**src/rtl/d8_led_ctrl.sv**
```systemverilog
// d8 register-mapped LED controller: per-channel off/on/blink/PWM modes
// driven from one shared, free-running prescaled timebase.
module d8_led_ctrl #(
    parameter int N_CH  = 8,
    parameter int PWM_W = 8,
    parameter int PRESC = 4
) (
    input  logic            sys_clk,
    input  logic            sys_rst_n,
    input  logic            we,
    input  logic            re,
    input  logic [7:0]      addr,
    input  logic [7:0]      wdata,
    output logic [7:0]      rdata,
    output logic [N_CH-1:0] leds
);

    localparam int PCW = (PRESC > 1) ? $clog2(PRESC) : 1;
    localparam logic [PCW-1:0] PRESC_MAX = PCW'(PRESC - 1);
    localparam logic [8:0] NREG = 9'(2 * N_CH);

    typedef enum logic [1:0] {
        M_OFF   = 2'd0,
        M_ON    = 2'd1,
        M_BLINK = 2'd2,
        M_PWM   = 2'd3
    } mode_e;

    logic [1:0]       mode_q [N_CH];
    logic [PWM_W-1:0] duty_q [N_CH];

    logic [PCW-1:0]   presc_cnt_q, presc_cnt_d;
    logic [PWM_W-1:0] pwm_cnt_q, pwm_cnt_d;
    logic             blink_q, blink_d;
    logic [7:0]       rdata_q, rdata_d;
    logic [N_CH-1:0]  leds_q, leds_d;

    logic             tick;
    logic             wrap;
    logic             in_range;
    logic [6:0]       sel_ch;

    assign in_range = ({1'b0, addr} < NREG);
    assign sel_ch   = addr[7:1];
    assign tick     = (presc_cnt_q == PRESC_MAX);
    assign wrap     = tick && (pwm_cnt_q == {PWM_W{1'b1}});

    // Next timebase state: prescaler, PWM counter, blink phase.
    always_comb begin
        presc_cnt_d = tick ? '0 : presc_cnt_q + 1'b1;
        pwm_cnt_d   = tick ? pwm_cnt_q + 1'b1 : pwm_cnt_q;
        blink_d     = wrap ? ~blink_q : blink_q;
    end

    // Register read mux; unmapped addresses read as zero.
    always_comb begin
        rdata_d = rdata_q;
        if (re) begin
            rdata_d = 8'h00;
            for (int ch = 0; ch < N_CH; ch++) begin
                if (in_range && sel_ch == 7'(ch)) begin
                    if (addr[0]) begin
                        rdata_d = 8'(duty_q[ch]);
                    end else begin
                        rdata_d = {6'b0, mode_q[ch]};
                    end
                end
            end
        end
    end

    // Per-channel LED level from current mode/duty and timebase.
    always_comb begin
        leds_d = '0;
        for (int ch = 0; ch < N_CH; ch++) begin
            case (mode_e'(mode_q[ch]))
                M_OFF:   leds_d[ch] = 1'b0;
                M_ON:    leds_d[ch] = 1'b1;
                M_BLINK: leds_d[ch] = blink_q;
                M_PWM:   leds_d[ch] = (pwm_cnt_q < duty_q[ch]);
                default: leds_d[ch] = 1'b0;
            endcase
        end
    end

    // Mode/duty register file; out-of-range writes fall through.
    always_ff @(posedge sys_clk or negedge sys_rst_n) begin
        if (!sys_rst_n) begin
            for (int ch = 0; ch < N_CH; ch++) begin
                mode_q[ch] <= '0;
                duty_q[ch] <= '0;
            end
        end else if (we && in_range) begin
            for (int ch = 0; ch < N_CH; ch++) begin
                if (sel_ch == 7'(ch)) begin
                    if (addr[0]) begin
                        duty_q[ch] <= wdata[PWM_W-1:0];
                    end else begin
                        mode_q[ch] <= wdata[1:0];
                    end
                end
            end
        end
    end

    // Timebase, read data and LED outputs.
    always_ff @(posedge sys_clk or negedge sys_rst_n) begin
        if (!sys_rst_n) begin
            presc_cnt_q <= '0;
            pwm_cnt_q   <= '0;
            blink_q     <= 1'b0;
            rdata_q     <= 8'h00;
            leds_q      <= '0;
        end else begin
            presc_cnt_q <= presc_cnt_d;
            pwm_cnt_q   <= pwm_cnt_d;
            blink_q     <= blink_d;
            rdata_q     <= rdata_d;
            leds_q      <= leds_d;
        end
    end

    assign rdata = rdata_q;
    assign leds  = leds_q;

endmodule

```
**config.mk**
```make
export PLATFORM = sky130hd
export DESIGN_NAME = d8_led_ctrl
export DESIGN_NICKNAME = d
export VERILOG_FILES = /design/src/rtl/d8_led_ctrl.sv
export SDC_FILE = /design/constraint.sdc
export NUM_CORES = 1
export LEC_CHECK = 0
export BUFFER_PORTS_ARGS = -buffer_cell sky130_fd_sc_hd__buf_2
export CORE_MARGIN = 2
export CORE_UTILIZATION = 54
export DETAILED_ROUTE_END_ITERATION = 10
export GPL_TIMING_DRIVEN = 1
export PLACE_DENSITY = 0.83
export SLEW_MARGIN = 20
export SYNTH_ARGS = -nofsm -noshare
export SYNTH_HDL_FRONTEND = slang
export SYNTH_SLANG_ARGS = --single-unit
```
**constraint.sdc**
```tcl
create_clock -name sys_clk -period 1.7 [get_ports sys_clk]
set_clock_uncertainty 0.15 [all_clocks]
set_input_delay 0.085 -clock sys_clk [delete_from_list [all_inputs] [get_ports sys_clk]]
set_output_delay 0.085 -clock sys_clk [all_outputs]
set_load 0.01 [all_outputs]
```
After elaboration in Yosys (flattened, before gate mapping)

Index checks and enable logic that the tools add are counted.

Register bits: 107
Latch bits: 0
RAM bits: 0
ROM bits: 0
Input port bits: 20
Output and inout port bits: 16
Logic and storage cells: 127
Memories: 0

Add/sub/neg operators: 2
Multiply operators: 0
Divide/modulo/power cells: 0
$lt $le $gt $ge: 9
Equal/unequal tests: 33
Shift-type cells: 0
Multiplexer cells: 25
Bitwise logic cells: 2
Reductions and logical operators: 35

Operator list:

| cell                                                        | count |
|---|---|
| 2-to-1 mux 8 bit                                            | 16 |
| less-than comparator 8 bit                                  | 8 |
| AND reduction 3 bit                                         | 16 |
| == test 2 bit (second input constant)                       | 17 |
| one-hot mux 1 bit (4 select lines)                          | 8 |
| == test 7 x 3 -> 1 bit (second input constant)              | 4 |
| == test 2 x 1 -> 1 bit (second input constant)              | 8 |
| logical NOT 2 bit                                           | 8 |
| == test 7 x 2 -> 1 bit (second input constant)              | 2 |
| logical AND 1 bit                                           | 10 |
| adder 8 x 1 -> 8 bit (second input constant)                | 1 |
| == test 8 bit (second input constant)                       | 1 |
| less-than comparator 8 x 5 -> 1 bit (second input constant) | 1 |
| == test 7 x 1 -> 1 bit (second input constant)              | 1 |
| logical NOT 7 bit                                           | 1 |
| adder 2 x 1 -> 2 bit (second input constant)                | 1 |
| 2-to-1 mux 2 bit                                            | 1 |
| NOT 1 bit                                                   | 2 |

Depth between registers and ports, before layout

Depth in word-level cells: 10
Gate-level depth with buffers: 7
Depth with buffers taken out: 7

Least setup slack after synthesis

No wires, ideal clock.

Path kind: flip-flop to flip-flop
From: register pwm_cnt_q[5]
To: register leds_q[3], in the netlist leds[3]
Setup time: 0.082 ns
Data arrival time: 1.462 ns
Required time: 1.468 ns
Setup slack: 0.006 ns
Stages on the path, launching flop included: 7
Buffers on the path: 0
Period minus slack after synthesis: 1.694 ns
Path through: dfrtp_1 > ha_1 > a21o_1 > a21o_1 > a21oi_1 > o21ai_0 > a31oi_1

Word-level cells in the longest chain between the ends: 2

RTL lines:

| element                            | line | source |
|---|---|---|
| start: declaration                 | 33   | `logic [PWM_W-1:0] pwm_cnt_q, pwm_cnt_d;` |
| start signal: assignment           | 116  | `pwm_cnt_q <= pwm_cnt_d;` |
| less-than comparator 8 bit         | 80   | `M_PWM: leds_d[ch] = (pwm_cnt_q < duty_q[ch]);` |
| one-hot mux 1 bit (4 select lines) | 76   | `case (mode_e'(mode_q[ch]))` |
| net leds_d[3]                      | 36   | `logic [N_CH-1:0] leds_q, leds_d;` |
| end signal: assignment             | 119  | `leds_q <= leds_d;` |
| end: declaration                   | 36   |  |

The timed path passes the listed nets, and every way through them passes these cells.
A chain may end at the register's enable or synchronous reset.

Worst setup path in the final report

From: register pwm_cnt_q[5]
To: register leds_q[7], in the netlist leds[7]

Same word-level chain as after synthesis.

==> results.py <==
metrics = {
    "synth": {
        "synthXorXnorAreaFrac": 0.01094,
        "synth_nets": 651,
        "synth_warnings": 0,
        "synth_cells": 573,
        "synth-seq-cells": 107,
        "synth_top_family_by_area": "multiplexers",
        "synthAdderAreaFrac": 0.1133,
        "synth-compound-area-share": 0.1224,
        "mappedNetlistArea_um2": 6407,
        "syn_area_per_cell_um2": 11.18,
        "synth_flop_cell": "dfrtp_1",
        "yosys.area_share.simple": 0.09627,
        "ys_seq_area_frac": 0.4179,
        "synth_cell_type_count": 50,
        "muxShareOfSynthArea": 0.1841,
        "ys_async_sr_fraction": 1.000,
        "synth_edf_count": 0,
    },
    "worst_setup_path": {
        "cp.arrival_ps": 1890,
        "worstPathRequired_ps": 1820,
        "path_cells": "buf_6, ha_1, a21o_1, a21o_1, a21oi_1, o21ai_1, a31oi_1",
        "cpMostUsedCell": "a21o_1",
        "r2r-end": "leds[7]",
        "reg2reg_slack_ps": -60,
        "criticalPathCategory": "reg2reg",
        "worstSetupStartpoint": "pwm_cnt_q[5]",
        "start_kind": "flip-flop",
        "rr_worst_depth": 7,
        "cp-end-kind": "flip-flop",
        "slowest_stage": "dfrtp_2",
        "r2r-start": "pwm_cnt_q[5]",
        "cp_max_fo": 4,
        "slowest_delay_ps": 440,
    },
    "placement": {
        "place.detailed.hpwl_mm": 11.97,
        "io_buffers": 35,
        "finalWeightedCongestion": 0.8898,
        "dp.cells": 774,
        "postPlaceCellArea_um2": 7056,
    },
    "pwr": {
        "irDropWorstVdd_v": 0.0007614,
        "pwr_density_cell_nw_per_um2": 717.1,
        "finalPower_mw": 5.456,
        "p_leak_nw": 3.711,
    },
    "min_path": {
        "hold_path_end": "duty_q[41]",
        "min-delay-start": "wdata[1]",
        "worstHoldPathType": "in2reg",
        "holdPathStages": 3,
    },
    "timing": {
        "fmax_mhz": 567.7,
        "layout_min_cycle_time_ps": 1761,
        "finalHoldViolations": 0,
        "finalCritPeriodShare": 1.036,
        "grt_setup_unrepaired": "true",
        "worst_pin_slew_ps": 625.6,
        "slew_viol_final": 0,
        "whs_ps": 28.86,
        "maxSlewHeadroom": 0.5816,
        "finalSetupViolations": 5,
        "fin_ws_ps": -61.47,
    },
    "finish": {
        "area_growth_pct": 18.75,
        "num_antenna_cells": 0,
        "stdcell_count": 804,
        "final_common_cell": "dfrtp_1",
        "drive_above_1_share": 0.3449,
        "mostFrequentLayoutCells": "dfrtp_1, mux2_2, inv_1",
        "final_area_um2": 7609,
        "nets": 734,
    },
    "route": {
        "wl_met2_mm": 8.308,
        "wl_met3_um": 675,
        "antenna_left": 0,
        "drt_iter0_markers": 299,
        "m1WireLength_mm": 6.822,
        "wl_per_cell_um": 20.15,
        "totalWireLength_mm": 16.20,
        "dr.max_layer_used": "met4",
        "viasPerCell": 6.030,
        "drc": 2,
        "vias": 4848,
        "first_pass_iters": 8,
    },
    "clocking": {
        "clk_path_buf_depth": 2,
        "root_buffer": "clkbuf_16",
        "clk_pin_slew_ps": 70,
        "cts_tree": "done",
        "cts-buffers-inserted": 9,
        "cts_max_level": 3,
        "cts.sinks": 107,
        "clkLatencyLatePin_ps": 360,
    },
    "run": {
        "maxCapViolations": 0,
    },
    "floorplanning": {
        "io_pins": 36,
        "dieArea_um2": 12750,
        "rows": 39,
        "die_x_um": 112.9,
        "start_util": 0.5564,
        "die_h_um": 112.9,
        "coreArea_um2": 11520,
    },
    "global_route": {
        "gr-total-overflow": 0,
        "antenna_found_initial": 0,
        "grt_max_degree": 50,
        "grt_pass1_wl_mm": 26.12,
        "grt_pass1_vias": 5184,
        "gr-usage-all-layers": 0.2639,
    },
    "run_status": {
        "status": "finished, violations left",
        "failed_checks": "design-rule violations, negative setup slack",
    },
}
-- synth_stat cells (5+ instances only) --
library cell / instances / area (um2)
nand3_1: 12 / 60.06
o221ai_1: 9 / 78.83
a31oi_1: 8 / 50.05
nand2_1: 21 / 78.83
a211oi_1: 10 / 75.07
o21ai_0: 27 / 135.1
ha_1: 58 / 725.7
nor2_1: 9 / 33.78
nor2b_1: 5 / 31.28
dfrtp_1: 107 / 2678
and3_1: 7 / 43.79
nand4_1: 6 / 37.54
inv_1: 64 / 240.2
mux4_2: 6 / 135.1
xnor2_1: 5 / 43.79
mux2i_1: 8 / 80.08
a21oi_1: 25 / 125.1
clkbuf_1: 9 / 33.78
mux2_4: 8 / 120.1
o22ai_1: 6 / 37.54
mux2_2: 75 / 844.6
nand2b_1: 12 / 75.07
a21o_1: 22 / 165.2
buf_2: 9 / 45.04
-- how the worst max path moves through the flow --
stage	end	slack (ps)	cells past startpoint
6_report	leds[7]	-60	7
5_1_grt	leds[1]	-130	7
4_1_cts	leds[6]	-40	7
3_5_place_dp	leds[2]	-200	6
3_3_place_gp	leds[0]	-130	6
2_1_floorplan	leds[3]	6	6
-- flip-flops by register name, indices dropped and copies added, names as in the netlist --
name,count
leds,8
rdata,8
mode_q,16
presc_cnt_q,2
blink_q,1
duty_q,64
pwm_cnt_q,8
-- what timing repair did --
item | 4_1_cts | 5_1_grt
endpoints found under the setup margin | 8 | 10
hold buffers | 9 | 0
hold endpoints to repair | 157 | 0
pin swaps | 15 | 9
resized for setup | 23 | 9
setup buffers | 3 | 2
-- critical path: cells and delay by family (launching register included) --
family                   cells  cell delay [ps]
AO/OA/AOI/OAI                5              660
flip-flops                   1              440
adder cells (fa/ha/maj)      1              290
buffers and inverters        1              150
-- final cells by class --
| class | instances | area, um2 |
|---|---|---|
| fill | 867 | 3908 |
| multi-input combinational | 379 | 3503 |
| sequential | 107 | 2684 |
| timing repair buffer | 94 | 719.4 |
| inverter | 65 | 244.0 |
| clock buffer | 11 | 242.7 |
| tap | 143 | 178.9 |
| clock inverter | 5 | 36.28 |
-- per-layer routing --
metal	GRT usage	vias to the layer above
li1	-	2242
met1	0.3143	2430
met2	0.4735	140
met3	0.06213	36
met5	0	-
met4	0.08374	0
-- metrics by stage --
step                      worst slack [ps]  utilization  setup TNS [ps]
after floorplan                      6.215            -               0
final                               -61.47       0.6607          -131.4
after global placement              -128.0       0.6127           -1799
after CTS                           -39.51       0.6561          -74.05
after detailed placement            -203.5       0.6127           -4301
after global routing                -133.3       0.6607          -614.6
-- cell families after synthesis --
kind of cell / after synthesis
AOI/OAI and AO/OA: 121
DFF: 107
muxes: 97
and+or+nand+nor: 95
buffers and inverters: 87
adders and majority gates: 58
xor gates and xnor gates: 8
-- power breakdown --
part | switching, mW | internal, mW
clock network | 0.954 | 1.04
logic | 0.387 | 0.330
registers | 0.0904 | 2.65
total | 1.43 | 4.02
(Power assumes the default switching activity.)
